$ cat src/rtl/seq_trigger.sv
// seq_trigger
// Multi-stage sequential trigger for the logic analyzer. Every stage compares
// CH lanes of the sampled input against per-lane conditions. The lane results
// are combined with AND or OR, and the stage must collect a programmable number
// of hits before the sequence moves on. When the final stage is satisfied, a
// single trig pulse goes to the capture controller.
//
// Ports:
//   clk, rstn    clock, synchronous active-low reset
//   arm          pulse: latch configuration, start the sequence at stage 0
//   abort        pulse: return to IDLE (beats arm and stage advance)
//   in           sampled lanes, lane c = in[c*WIDTH +: WIDTH]
//   cfg_op       per stage/lane {operator[5:3], value code[2:0]}, index s*CH+c
//   cfg_val      per stage/lane compare value, index s*CH+c
//   cfg_and      per stage: 1 = all lanes must hit, 0 = any lane hits
//   cfg_cnt      per stage hit count required (0 counts as 1)
//   cfg_last     index of the final stage, clamped to STAGES-1
//   cfg_timeout  (SEQ_TRIG_TIMEOUT_EN only) stage timeout in cycles, 0 = off
//   armed        high while the sequence is running
//   trig         one-cycle pulse on sequence completion
//   triggered    sticky completion flag, cleared by arm or abort
//   stage        current stage index
//
// Optional feature macro: SEQ_TRIG_TIMEOUT_EN adds the cfg_timeout port and a
// timer that drops the sequence back to stage 0 when a later stage waits too long.

module seq_trigger #(
    parameter int WIDTH  = 8,
    parameter int CH     = 4,
    parameter int STAGES = 4,
    parameter int CNT_W  = 16,
    localparam int SW    = $clog2(STAGES) + 1
) (
    input  logic                        clk,
    input  logic                        rstn,
    input  logic                        arm,
    input  logic                        abort,
    input  logic [CH*WIDTH-1:0]         in,
    input  logic [STAGES*CH*6-1:0]      cfg_op,
    input  logic [STAGES*CH*WIDTH-1:0]  cfg_val,
    input  logic [STAGES-1:0]           cfg_and,
    input  logic [STAGES*CNT_W-1:0]     cfg_cnt,
    input  logic [SW-1:0]               cfg_last,
`ifdef SEQ_TRIG_TIMEOUT_EN
    input  logic [15:0]                 cfg_timeout,
`endif
    output logic                        armed,
    output logic                        trig,
    output logic                        triggered,
    output logic [SW-1:0]               stage
);

    typedef enum logic [1:0] {IDLE, RUN, DONE} state_t;

    localparam logic [SW-1:0] LAST_MAX = SW'(STAGES - 1);

    state_t                        state_q, state_d;
    logic [SW-1:0]                 stage_q, stage_d;
    logic [CNT_W-1:0]              cnt_q, cnt_d;
    logic                          trig_q, trig_d;
    logic                          triggered_q, triggered_d;
    logic                          armed_q, armed_d;
    logic [CH*WIDTH-1:0]           in_dly_q, in_dly_d;
    logic [STAGES*CH-1:0]          hit_q, hit_d;
    logic [STAGES*CH*6-1:0]        op_sh_q, op_sh_d;
    logic [STAGES*CH*WIDTH-1:0]    val_sh_q, val_sh_d;
    logic [STAGES-1:0]             and_sh_q, and_sh_d;
    logic [STAGES*CNT_W-1:0]       cnt_sh_q, cnt_sh_d;
    logic [SW-1:0]                 last_sh_q, last_sh_d;
`ifdef SEQ_TRIG_TIMEOUT_EN
    logic [15:0]                   timer_q, timer_d;
    logic [15:0]                   to_sh_q, to_sh_d;
`endif

    logic [STAGES*CH*6-1:0]        op_src;
    logic [STAGES*CH*WIDTH-1:0]    val_src;
    logic [CH-1:0]                 cur_hits;
    logic                          cur_and;
    logic [CNT_W-1:0]              cur_need;
    logic [CNT_W-1:0]              need_eff;
    logic [CNT_W:0]                cnt_inc;
    logic                          stage_hit;
    logic                          advance;

    // One lane condition: codes 0-6 only valid with operator 0, code 7 is a
    // numeric compare against the lane's configured value. All unsigned.
    function automatic logic lane_hit(input logic [5:0]       opc,
                                      input logic [WIDTH-1:0] cur,
                                      input logic [WIDTH-1:0] dly,
                                      input logic [WIDTH-1:0] cmp_val);
        logic [2:0] oper;
        logic [2:0] code;
        logic       res;
        oper = opc[5:3];
        code = opc[2:0];
        res  = 1'b0;
        if (code != 3'd7) begin
            if (oper == 3'd0) begin
                case (code)
                    3'd0:    res = (cur == '0);
                    3'd1:    res = (cur == '1);
                    3'd2:    res = 1'b1;
                    3'd3:    res = (cur > dly);
                    3'd4:    res = (cur < dly);
                    3'd5:    res = (cur != dly);
                    3'd6:    res = (cur == dly);
                    default: res = 1'b0;
                endcase
            end
        end else begin
            case (oper)
                3'd0:    res = (cur == cmp_val);
                3'd1:    res = (cur != cmp_val);
                3'd2:    res = (cur <  cmp_val);
                3'd3:    res = (cur <= cmp_val);
                3'd4:    res = (cur >  cmp_val);
                3'd5:    res = (cur >= cmp_val);
                default: res = 1'b0;
            endcase
        end
        return res;
    endfunction

    // Outside RUN the hits are computed from the live configuration, so the
    // sample taken in the arm cycle is judged by the config being latched.
    assign op_src  = (state_q == RUN) ? op_sh_q  : cfg_op;
    assign val_src = (state_q == RUN) ? val_sh_q : cfg_val;

    // Hits for every stage and lane are registered, so the stage that is
    // current when the register is read always sees its own condition.
    always_comb begin
        in_dly_d = in;
        hit_d    = '0;
        for (int s = 0; s < STAGES; s++) begin
            for (int c = 0; c < CH; c++) begin
                hit_d[s*CH+c] = lane_hit(op_src[(s*CH+c)*6 +: 6],
                                         in[c*WIDTH +: WIDTH],
                                         in_dly_q[c*WIDTH +: WIDTH],
                                         val_src[(s*CH+c)*WIDTH +: WIDTH]);
            end
        end
    end

    // Select the current stage's registered hits and shadow settings.
    always_comb begin
        cur_hits = '0;
        cur_and  = 1'b0;
        cur_need = '0;
        for (int s = 0; s < STAGES; s++) begin
            if (SW'(s) == stage_q) begin
                cur_hits = hit_q[s*CH +: CH];
                cur_and  = and_sh_q[s];
                cur_need = cnt_sh_q[s*CNT_W +: CNT_W];
            end
        end
    end

    assign stage_hit = cur_and ? (&cur_hits) : (|cur_hits);
    assign need_eff  = (cur_need == '0) ? CNT_W'(1) : cur_need;
    assign cnt_inc   = {1'b0, cnt_q} + (CNT_W+1)'(1);

    // Sequencer next state: abort first, then arm from IDLE/DONE, then the
    // current stage's hit counting and advance while running.
    always_comb begin
        state_d     = state_q;
        stage_d     = stage_q;
        cnt_d       = cnt_q;
        trig_d      = 1'b0;
        triggered_d = triggered_q;
        op_sh_d     = op_sh_q;
        val_sh_d    = val_sh_q;
        and_sh_d    = and_sh_q;
        cnt_sh_d    = cnt_sh_q;
        last_sh_d   = last_sh_q;
        advance     = 1'b0;
`ifdef SEQ_TRIG_TIMEOUT_EN
        timer_d     = timer_q;
        to_sh_d     = to_sh_q;
`endif
        if (abort) begin
            state_d     = IDLE;
            stage_d     = '0;
            cnt_d       = '0;
            triggered_d = 1'b0;
`ifdef SEQ_TRIG_TIMEOUT_EN
            timer_d     = '0;
`endif
        end else begin
            case (state_q)
                RUN: begin
                    if (stage_hit) begin
                        if (cnt_inc >= {1'b0, need_eff}) begin
                            advance = 1'b1;
                            cnt_d   = '0;
                            if (stage_q == last_sh_q) begin
                                state_d     = DONE;
                                trig_d      = 1'b1;
                                triggered_d = 1'b1;
                            end else begin
                                stage_d = stage_q + 1'b1;
                            end
                        end else begin
                            cnt_d = cnt_inc[CNT_W-1:0];
                        end
                    end
`ifdef SEQ_TRIG_TIMEOUT_EN
                    if (advance || stage_q == '0) begin
                        timer_d = '0;
                    end else if (to_sh_q != '0) begin
                        if (timer_q + 16'd1 >= to_sh_q) begin
                            stage_d = '0;
                            cnt_d   = '0;
                            timer_d = '0;
                        end else begin
                            timer_d = timer_q + 16'd1;
                        end
                    end
`endif
                end
                default: begin
                    if (arm) begin
                        state_d     = RUN;
                        stage_d     = '0;
                        cnt_d       = '0;
                        triggered_d = 1'b0;
                        op_sh_d     = cfg_op;
                        val_sh_d    = cfg_val;
                        and_sh_d    = cfg_and;
                        cnt_sh_d    = cfg_cnt;
                        last_sh_d   = (cfg_last > LAST_MAX) ? LAST_MAX : cfg_last;
`ifdef SEQ_TRIG_TIMEOUT_EN
                        timer_d     = '0;
                        to_sh_d     = cfg_timeout;
`endif
                    end
                end
            endcase
        end
        armed_d = (state_d == RUN);
    end

    // All state, including the shadow configuration, returns to zero on reset.
    always_ff @(posedge clk) begin
        if (!rstn) begin
            state_q     <= IDLE;
            stage_q     <= '0;
            cnt_q       <= '0;
            trig_q      <= 1'b0;
            triggered_q <= 1'b0;
            armed_q     <= 1'b0;
            in_dly_q    <= '0;
            hit_q       <= '0;
            op_sh_q     <= '0;
            val_sh_q    <= '0;
            and_sh_q    <= '0;
            cnt_sh_q    <= '0;
            last_sh_q   <= '0;
`ifdef SEQ_TRIG_TIMEOUT_EN
            timer_q     <= '0;
            to_sh_q     <= '0;
`endif
        end else begin
            state_q     <= state_d;
            stage_q     <= stage_d;
            cnt_q       <= cnt_d;
            trig_q      <= trig_d;
            triggered_q <= triggered_d;
            armed_q     <= armed_d;
            in_dly_q    <= in_dly_d;
            hit_q       <= hit_d;
            op_sh_q     <= op_sh_d;
            val_sh_q    <= val_sh_d;
            and_sh_q    <= and_sh_d;
            cnt_sh_q    <= cnt_sh_d;
            last_sh_q   <= last_sh_d;
`ifdef SEQ_TRIG_TIMEOUT_EN
            timer_q     <= timer_d;
            to_sh_q     <= to_sh_d;
`endif
        end
    end

    assign armed     = armed_q;
    assign trig      = trig_q;
    assign triggered = triggered_q;
    assign stage     = stage_q;

endmodule

$ cat config.mk
export PLATFORM = sky130hd
export DESIGN_NAME = seq_trigger
export DESIGN_NICKNAME = d
export VERILOG_FILES = /design/src/rtl/seq_trigger.sv
export SDC_FILE = /design/constraint.sdc
export NUM_CORES = 1
export LEC_CHECK = 0
export ABC_AREA = 0
export ABC_CLOCK_PERIOD_IN_PS = 5800
export BUFFER_PORTS_ARGS = -buffer_cell sky130_fd_sc_hd__buf_4
export CAP_MARGIN = 20
export CORE_ASPECT_RATIO = 1.75
export CORE_MARGIN = 2
export CORE_UTILIZATION = 59
export CTS_CLUSTER_DIAMETER = 100
export DETAILED_ROUTE_END_ITERATION = 12
export GPL_TIMING_DRIVEN = 0
export PLACE_DENSITY = 0.89
export SYNTH_ARGS = -nofsm -noshare
export SYNTH_HDL_FRONTEND = slang
export SYNTH_SLANG_ARGS = --single-unit
$ cat constraint.sdc
create_clock -name clk -period 5.8 [get_ports clk]
set_input_delay 0.58 -clock clk [delete_from_list [all_inputs] [get_ports clk]]
set_output_delay 0.58 -clock clk [all_outputs]
set_load 0.01 [all_outputs]
=== Yosys cells after proc, flatten, opt, wreduce, memory -nomap -nowiden ===
Cells that the tools add are included.

* Add/sub/neg operators: 2
* Multiply operators: 0
* Shift operators: 0
* Bitwise gates (word level): 5
* Divide/modulo/power cells: 0
* Reductions and logical operators: 47
* Muxes and demuxes: 102
* Equality and inequality tests: 246
* Magnitude comparators: 74

{| class="wikitable"
|+ Operators with widths
! kind !! count
|-
| $eq 3x3->1 const B || 80
|-
| $eq 3x2->1 const B || 64
|-
| $eq 8x8->1 || 20
|-
| $gt 8x8->1 || 20
|-
| $lt 8x8->1 || 20
|-
| $ne 8x8->1 || 20
|-
| $mux 16 || 9
|-
| $ge 8x8->1 || 16
|-
| $le 8x8->1 || 16
|-
| $mux 128 || 1
|-
| $pmux 1 s7 || 16
|-
| $logic_not 3->1 || 33
|-
| $eq 3x1->1 const B || 32
|-
| $mux 96 || 1
|-
| $pmux 1 s6 || 16
|-
| $ne 3x3->1 const B || 16
|-
| $mux 1 || 43
|-
| $eq 8x8->1 const B || 4
|-
| $logic_not 8->1 || 4
|-
| $mux 3 || 6
|-
| $add 16x1->17 const B || 1
|-
| $ge 17x16->1 || 1
|-
| $logic_not 16->1 || 1
|-
| $mux 4 || 4
|-
| 17 further kinds || 32
|}

* Register bits after elaboration: 367
* Input port bits: 331
* Memory bits (read-only): 0
* Memories kept: 0
* Bits in latches: 0
* Bits in writable memories: 0

=== Logic depth before layout (Yosys ltp) ===
Gate-level depths: netlist (run 1).

* Depth in word-level cells: 13
* Depth in mapped cells: 20

=== Least setup slack after synthesis (run 1) ===
No wires, ideal clock.

* Path type: reg-to-reg
* Start point: register stage_q[0] (netlist: stage[0])
* End point: register cnt_q[14]
* Data arrival time: 4.087 ns
* Stages on the path, launching flop included: 20
* Slack: 1.612 ns
* Cells stage by stage: dfxtp_1 inv_1 ha_1 clkbuf_1 and3b_1 a21oi_1 o21ai_0 o41ai_1 nand4_1 a211o_1 o31ai_1 ha_1 nor2b_1 o21ai_1 a311oi_1 o221ai_1 a211oi_2 nand2_1 buf_2 o41ai_1

* Longest elaborated chain between the ends: 11
* Elaborated cells between the ends (all ways): 27

{| class="wikitable"
|+ Ends and longest elaborated chain
! element !! line !! source
|-
| start: declaration || 58 || <nowiki>logic [SW-1:0] stage_q, stage_d;</nowiki>
|-
| start signal: assignment || 264 || <nowiki>stage_q <= stage_d;</nowiki>
|-
| $logic_not 3->1 || 150 || <nowiki>if (SW'(s) == stage_q) begin</nowiki>
|-
| $mux 16 (4 in a row) || 150 ||
|-
| $logic_not 16->1 || 159 || <nowiki>assign need_eff = (cur_need == '0) ? CNT_W'(1) : cur_need;</nowiki>
|-
| $mux 16 || 159 ||
|-
| $ge 17x16->1 || 192 || <nowiki>if (cnt_inc >= {1'b0, need_eff}) begin</nowiki>
|-
| $mux 16 || 192 ||
|-
| $mux 16 || 191 || <nowiki>if (stage_hit) begin</nowiki>
|-
| $mux 16 || 189 || <nowiki>case (state_q)</nowiki>
|-
| end signal: assignment || 265 || <nowiki>cnt_q <= cnt_d;</nowiki>
|-
| end: declaration || 59 || <nowiki>logic [CNT_W-1:0] cnt_q, cnt_d;</nowiki>
|}

Parallel ways exist; a longest one is shown, timed or not. The select of a mux whose other input is x is not followed.
A chain may end at the register's enable or synchronous reset.

=== Worst setup path after layout (run 1) ===
* Start point: register state_q[1]
* End point: register hit_q[10]

* Longest elaborated chain between the ends: 6
* Elaborated cells between the ends (all ways): 27

{| class="wikitable"
|+ Ends and longest elaborated chain
! element !! line !! source
|-
| start: declaration || 57 || <nowiki>state_t state_q, state_d;</nowiki>
|-
| start signal: assignment || 263 || <nowiki>state_q <= state_d;</nowiki>
|-
| $eq 2x1->1 (*) || 126, 127 ||
|-
| parallel branches: the longest is 4 deep, another holds $ge 8x8->1 || - ||
|-
| $mux 1 (*) || 97 || <nowiki>if (code != 3'd7) begin</nowiki>
|-
| end signal: assignment || 270 || <nowiki>hit_q <= hit_d;</nowiki>
|-
| end: declaration || 64 || <nowiki>logic [STAGES*CH-1:0] hit_q, hit_d;</nowiki>
|}

Mark *: on every way between the ends.

==> impl_metrics.env, run 1 <==
export IMPL_reg2reg_depth=16
export IMPL_timing_fmax_mhz=178
export IMPL_initial_core_util=0.596
export IMPL_final_min_clock_period_ns=5.61
export IMPL_async_flop_share=0
export IMPL_synth_avg_cell_area_um2=7.99
export IMPL_finalSetupViolations=0
export IMPL_seq_area_mm2=0.00735
export IMPL_antenna_found_initial=6
export IMPL_outcome="finished clean"
export IMPL_cp_max_fo=10
export IMPL_worstSetupPathType="reg -> reg"
export IMPL_synth_edf_count=0
export IMPL_clk_pin_slew_ns=0.07
export IMPL_finalPower_mw=6.52
export IMPL_rows=96
export IMPL_gr_total_overflow=0
export IMPL_grt_max_degree=15
export IMPL_post_place_ws_ns=0.0791
export IMPL_dpl_hpwl_mm=73.1
export IMPL_ant_nets=0
export IMPL_die_area_mm2=0.0412
export IMPL_die_h_um=267
export IMPL_synthTopCellsByArea="dfxtp_1 31%, nand2_1 12%, ha_1 9.8%"
export IMPL_synth_cells=2923
export IMPL_core_mm2=0.0392
export IMPL_hold_buffers=0
export IMPL_clock_latency_ns=0.56
export IMPL_holdPathStages=2
export IMPL_routed_via_density=6.35
export IMPL_fillerInstances=3150
export IMPL_cts_made_buffers=38
export IMPL_arrival_ns=5.99
export IMPL_cts_root_buffer="clkbuf_16"
export IMPL_ys_seq_area_frac=0.315
export IMPL_fin_crit_sh=0.967
export IMPL_ys_seq_elements=367
export IMPL_ys_types=82
export IMPL_yosysWarnings=0
export IMPL_cts_path_max_buffers=3
export IMPL_grt_pass1_vias=25138
export IMPL_die_x_um=154
export IMPL_drive_gt1_frac=0.150
export IMPL_worstPathRequired_ns=6.18
export IMPL_cts_setup_buffers=0
export IMPL_synth_top_area_share=0.315
export IMPL_drtPass1Iterations=6
export IMPL_portBuffers=336
export IMPL_multi_input_area_mm2=0.0151
export IMPL_tns_ns=0
export IMPL_final_cell_mix="774 x nand2_1, 367 x dfxtp_1, 344 x buf_4, 276 x a21boi_0, 203 x mux2i_1"
export IMPL_relSlewSlack=0.192
export IMPL_track_usage=0.445
export IMPL_h_tree_depth=2
export IMPL_remaining_drc_errors=0
export IMPL_leakage_nw=12.4
export IMPL_synthToLayoutAreaGrowth_pct=18.7
export IMPL_hp_class="in -> reg"
export IMPL_fin_worst_skew_ns=0.0174
export IMPL_worstMarginPinSlew_ns=1.20
export IMPL_cp_end_kind="register"
export IMPL_hold_violations=0
export IMPL_place_congestion=1.03
export IMPL_drt_wl_total_mm=93.2
export IMPL_cts_tree="built"
export IMPL_ys_flop_type="dfxtp_1"
export IMPL_grt_pass1_wl_mm=140
export IMPL_initialDrtViolationCount=2074
export IMPL_synth_top_cell_by_area="dfxtp_1"
export IMPL_powerDensity_mw_per_mm2=235
export IMPL_clock_sinks=367
export IMPL_nNetsFinal=3812
export IMPL_worst_slack_ns=0.189
export IMPL_synth_nets=3436
export IMPL_io_pins=337
export IMPL_vias=24253
export IMPL_peakVddDrop_uv=255
export IMPL_slew_viol_final=0
export IMPL_rsz0062_at_grt="false"
export IMPL_synth_cell_area_mm2=0.0233
export IMPL_final_common_cell="nand2_1"
export IMPL_cts_resized=0
export IMPL_start_kind="register"
export IMPL_maxCapViolations=0
export IMPL_wl_per_cell_um=24.4
cells by family (layout without fill, tap and decap cells):
logic type	count (synthesis)	after routing	share of synthesized area
buffers and inverters	214	616	0.0392
DFF	367	367	0.315
AOI/OAI and AO/OA	673	673	0.203
muxes	219	219	0.0977
other	0	5	0
adders and majority gates	182	182	0.0975
and+or+nand+nor	1233	1233	0.235
xor gates and xnor gates	35	35	0.0131
critical path: stages (launching register included):
cell and delay (ns):
dfxtp_1 0.37, nand2b_1 0.13, buf_2 0.34, buf_2 0.51, buf_2 0.53, buf_2 0.49, buf_2 0.52, buf_4 0.36
mux2i_1 0.25, ha_1 0.26, nor2b_1 0.14, o21ai_0 0.19, a21oi_1 0.10, o21ai_0 0.41, o2bb2ai_1 0.16, a21oi_1 0.10
o22ai_1 0.53
registers in the layout, summed over array words and instances, names as in the netlist:
name,flops
stage,3
hit_q,16
last_sh_q,3
state_q,2
and_sh_q,4
trig,1
cnt_q,16
triggered,1
val_sh_q,128
cnt_sh_q,64
op_sh_q,96
armed,1
in_dly_q,32
where the power goes:
part / switching, mW / internal [mW]
logic: 0.820 / 0.563
clock network: 1.08 / 1.35
registers: 0.0699 / 2.63
cell usage after synthesis, drive strengths merged (20+ instances only):
| cell type | count |
|---|---|
| nand2 | 774 |
| dfxtp | 367 |
| a21boi | 292 |
| mux2i | 203 |
| ha | 182 |
| nor2 | 97 |
| clkbuf | 93 |
| a21oi | 92 |
| buf | 76 |
| nand4 | 67 |
| o21ai | 67 |
| nand3 | 61 |
| nor3 | 59 |
| inv | 45 |
| and2 | 37 |
| a21o | 35 |
| nor2b | 31 |
| o211ai | 23 |
| and3 | 22 |
| o22ai | 20 |
| xor2 | 20 |
stage by stage:
stage / hold WS [ns] / instances / util / instance area, µm²
CTS: 0.251 / 3815 / 0.706 / 27700
global route: 0.267 / 3820 / 0.708 / 27700
global placement: 0.438 / 3749 / 0.676 / 26500
floorplan: 0.433 / 2923 / - / 23300
finish: 0.255 / 3820 / 0.708 / 27700
detailed placement: 0.449 / 3749 / 0.676 / 26500
area by class of cell:
class	instances	area share
repair buffers	337	0.0913
well taps	490	0.0221
clock buffers	52	0.0392
diodes	5	0.000452
inverters	45	0.00610
flip-flops and latches	367	0.265
multi-input cells	2342	0.545
clock inverters	14	0.00357
plain buffers	168	0.0269
layer usage:
layer / routed length [µm] / share of wire / track usage / vias up
met1: 29400 / 0.32 / 0.402 / 11200
li1: - / - / - / 11098
met2: 43600 / 0.47 / 0.761 / 1352
met5: 0 / 0 / 0 / -
met3: 7640 / 0.082 / 0.114 / 603
met4: 12500 / 0.13 / 0.505 / 0
worst paths after layout:
check / startpoint / slack [ns] / to
hold reg to reg: op_sh_q[33] / 0.46 / op_sh_q[33]
hold / removal: in[8] / 0.25 / in_dly_q[8]
setup / recovery: state_q[1] / 0.19 / hit_q[10]
setup reg to reg: state_q[1] / 0.19 / hit_q[10]
Note: power is estimated with default switching activity, not from simulation.
==> inputs of run 2 (changes only) <==
==> config.mk (replaced) <==
export PLATFORM = sky130hd
export DESIGN_NAME = seq_trigger
export DESIGN_NICKNAME = d
export VERILOG_FILES = /design/src/rtl/seq_trigger.sv
export SDC_FILE = /design/constraint.sdc
export NUM_CORES = 1
export LEC_CHECK = 0
export ABC_AREA = 1
export ABC_CLOCK_PERIOD_IN_PS = 5800
export BUFFER_PORTS_ARGS = -buffer_cell sky130_fd_sc_hd__buf_4
export CAP_MARGIN = 20
export CORE_ASPECT_RATIO = 1.75
export CORE_MARGIN = 2
export CORE_UTILIZATION = 58
export CTS_CLUSTER_DIAMETER = 100
export DETAILED_ROUTE_END_ITERATION = 12
export GPL_TIMING_DRIVEN = 0
export PLACE_DENSITY = 0.88
export SYNTH_ARGS = -nofsm -noshare
export SYNTH_HDL_FRONTEND = slang
export SYNTH_SLANG_ARGS = --single-unit
==> run 2 against run 1 <==
Against the previous run: synthesized cell count grew 14%; critical endpoint is now hit_q[13]; wire length shrank 7.7%; clock power grew 11%.
==> impl_metrics.env, run 2 <==
export IMPL_worstPathRequired_ns=6.18
export IMPL_reg2reg_to="hit_q[13]"
export IMPL_ys_flop_type="dfxtp_1"
export IMPL_r2r_slack_ns=1.47
export IMPL_die_x_um=152
export IMPL_hold_buffers=0
export IMPL_core_mm2=0.0382
export IMPL_ys_types=41
export IMPL_track_usage=0.412
export IMPL_worstMarginPinSlew_ns=1.07
export IMPL_remaining_drc_errors=0
export IMPL_largest_register_ffs=128
export IMPL_holdCritStartpoint="in[16]"
export IMPL_grt_pass1_wl_mm=128
export IMPL_finalSetupViolations=0
export IMPL_initial_core_util=0.584
export IMPL_cts_path_max_buffers=3
export IMPL_grt_pass1_vias=24050
export IMPL_maxCapViolations=0
export IMPL_nNetsFinal=4211
export IMPL_clock_sinks=367
export IMPL_wl_per_cell_um=20.4
export IMPL_synth_cells=3323
export IMPL_worstSetupPathType="reg -> reg"
export IMPL_vias=25011
export IMPL_clk_pin_slew_ns=0.06
export IMPL_final_common_cell="nand2_1"
export IMPL_reg2reg_depth=18
export IMPL_synth_top_cell_by_area="dfxtp_1"
export IMPL_cp_end_kind="register"
export IMPL_rows=95
export IMPL_top_register="val_sh_q"
export IMPL_ys_seq_area_frac=0.330
export IMPL_die_h_um=263
export IMPL_portBuffers=336
export IMPL_cp_cell_sequence="nand2_4 -> inv_1 -> buf_2 -> buf_2 -> buf_2 -> clkbuf_1 -> nand2_1 -> o21ai_0 -> ha_1 -> a21oi_1 -> o21ai_0 -> nor2_1 -> nand2_1 -> nand2_1 -> o21ai_0 -> nand2_1 -> o211ai_1 -> a21oi_1"
export IMPL_finalPower_mw=6.94
export IMPL_cts_resized=0
export IMPL_cts_tree="built"
export IMPL_clock_latency_ns=0.56
export IMPL_drive_gt1_frac=0.126
export IMPL_fin_crit_sh=0.746
export IMPL_yosysWarnings=0
export IMPL_hold_violations=0
export IMPL_arrival_ns=4.71
export IMPL_outcome="finished clean"
export IMPL_relSlewSlack=0.284
export IMPL_netlist_top_cells_count="723 x nand2_1, 464 x a21oi_1, 411 x o21ai_0"
export IMPL_io_pins=337
export IMPL_h_tree_depth=2
export IMPL_slowest_stage="clkbuf_1"
export IMPL_powerDensity_mw_per_mm2=259
export IMPL_synth_cell_area_mm2=0.0223
export IMPL_min_to="in_dly_q[16]"
export IMPL_ant_nets=0
export IMPL_tns_ns=0
export IMPL_synth_top_area_share=0.330
export IMPL_hp_class="in -> reg"
export IMPL_cpPeakStageDelay_ns=0.68
export IMPL_r2r_start="state_q[0]"
export IMPL_place_congestion=1.03
export IMPL_antenna_found_initial=13
export IMPL_grt_max_degree=16
export IMPL_cts_made_buffers=37
export IMPL_fin_worst_skew_ns=0.0215
export IMPL_routed_via_density=5.92
export IMPL_timing_fmax_mhz=231
export IMPL_slew_viol_final=0
export IMPL_leakage_nw=12.2
export IMPL_synth_avg_cell_area_um2=6.71
export IMPL_cts_setup_buffers=0
export IMPL_drtPass1Iterations=9
export IMPL_die_area_mm2=0.0401
export IMPL_cts_root_buffer="clkbuf_16"
export IMPL_initialDrtViolationCount=2253
export IMPL_rsz0062_at_grt="false"
export IMPL_synth_nets=3836
export IMPL_async_flop_share=0
export IMPL_synth_edf_count=0
export IMPL_ys_seq_elements=367
export IMPL_final_cell_mix="723 x nand2_1, 464 x a21oi_1, 411 x o21ai_0, 399 x inv_1, 367 x dfxtp_1"
export IMPL_path_common_cell="nand2_1"
export IMPL_drt_wl_total_mm=86.0
export IMPL_holdPathStages=3
export IMPL_final_min_clock_period_ns=4.33
export IMPL_gr_total_overflow=0
export IMPL_start_kind="register"
export IMPL_synthToLayoutAreaGrowth_pct=20.2
export IMPL_dpl_hpwl_mm=66.1
export IMPL_synthTopCellsByArea="dfxtp_1 33%, nand2_1 12%, a21oi_1 10%"
export IMPL_yosysMostFrequentCell="nand2_1"
export IMPL_reg_top3="val_sh_q: 128 flops, op_sh_q: 96 flops, cnt_sh_q: 64 flops"
export IMPL_peakVddDrop_uv=284
export IMPL_cp_max_fo=10
-- run 2: metrics by stage --
step                      cells  utilization  worst slack, ns  cell area [µm²]  hold WS, ns
after global routing       4221        0.702             1.33            26800        0.236
after global placement     4144        0.666             1.89            25400        0.433
final                      4222        0.702             1.47            26800        0.235
after detailed placement   4144        0.666             1.81            25400        0.438
after CTS                  4210        0.701             1.80            26800        0.230
after floorplan            3323            -             2.79            22300        0.425
-- run 2: logic make-up after synthesis --
group           count (synthesis)  share of synthesized area
simple gates                 1174                      0.223
xor+xnor                       21                    0.00825
fa+ha+maj                     182                      0.102
compound gates                971                      0.223
mux                            29                     0.0130
buf+inv                       579                      0.100
flops                         367                      0.330
-- run 2: routing by layer --
layer | up-vias | GRT usage | wire, µm
met5 | - | 0 | 8
met4 | 2 | 0.443 | 10500
met3 | 552 | 0.0887 | 8460
met2 | 1529 | 0.682 | 39600
met1 | 11149 | 0.409 | 27400
li1 | 11779 | - | -
-- run 2: worst max-delay path by stage --
stage	startpoint	to	slack [ns]	cells after the start
2_1_floorplan	stage[1]	cnt_q[2]	2.79	22
3_3_place_gp	state_q[0]	hit_q[4]	1.89	16
3_5_place_dp	state_q[0]	hit_q[13]	1.81	18
4_1_cts	state_q[0]	hit_q[13]	1.80	18
5_1_grt	state_q[0]	hit_q[13]	1.33	18
6_report	state_q[0]	hit_q[13]	1.47	18
-- run 2: where the power goes --
part           switching, mW  internal, mW  leakage (nW)
Sequential            0.0535          2.66          3.01
Clock                   1.10          1.61         0.654
Combinational          0.965         0.552          8.51
-- run 2: layout make-up --
type / instances / area, µm²
diodes: 12 / 30.0
fillers: 3211 / 11400
clock inverters: 17 / 287
inverters: 407 / 1530
multi-input cells: 2377 / 12700
well taps: 485 / 607
clock buffers: 49 / 1060
repair buffers: 336 / 2520
plain buffers: 172 / 704
flip-flops and latches: 367 / 7350
-- run 2: worst max-delay path: cells and delay by family, from the launching register on --
kind                       cells  cell delay, ns
DFF                            1            0.38
buffers and inverters          5            1.84
adders and majority gates      1            0.27
AOI/OAI and AO/OA              6            1.02
and+or+nand+nor                6            0.64
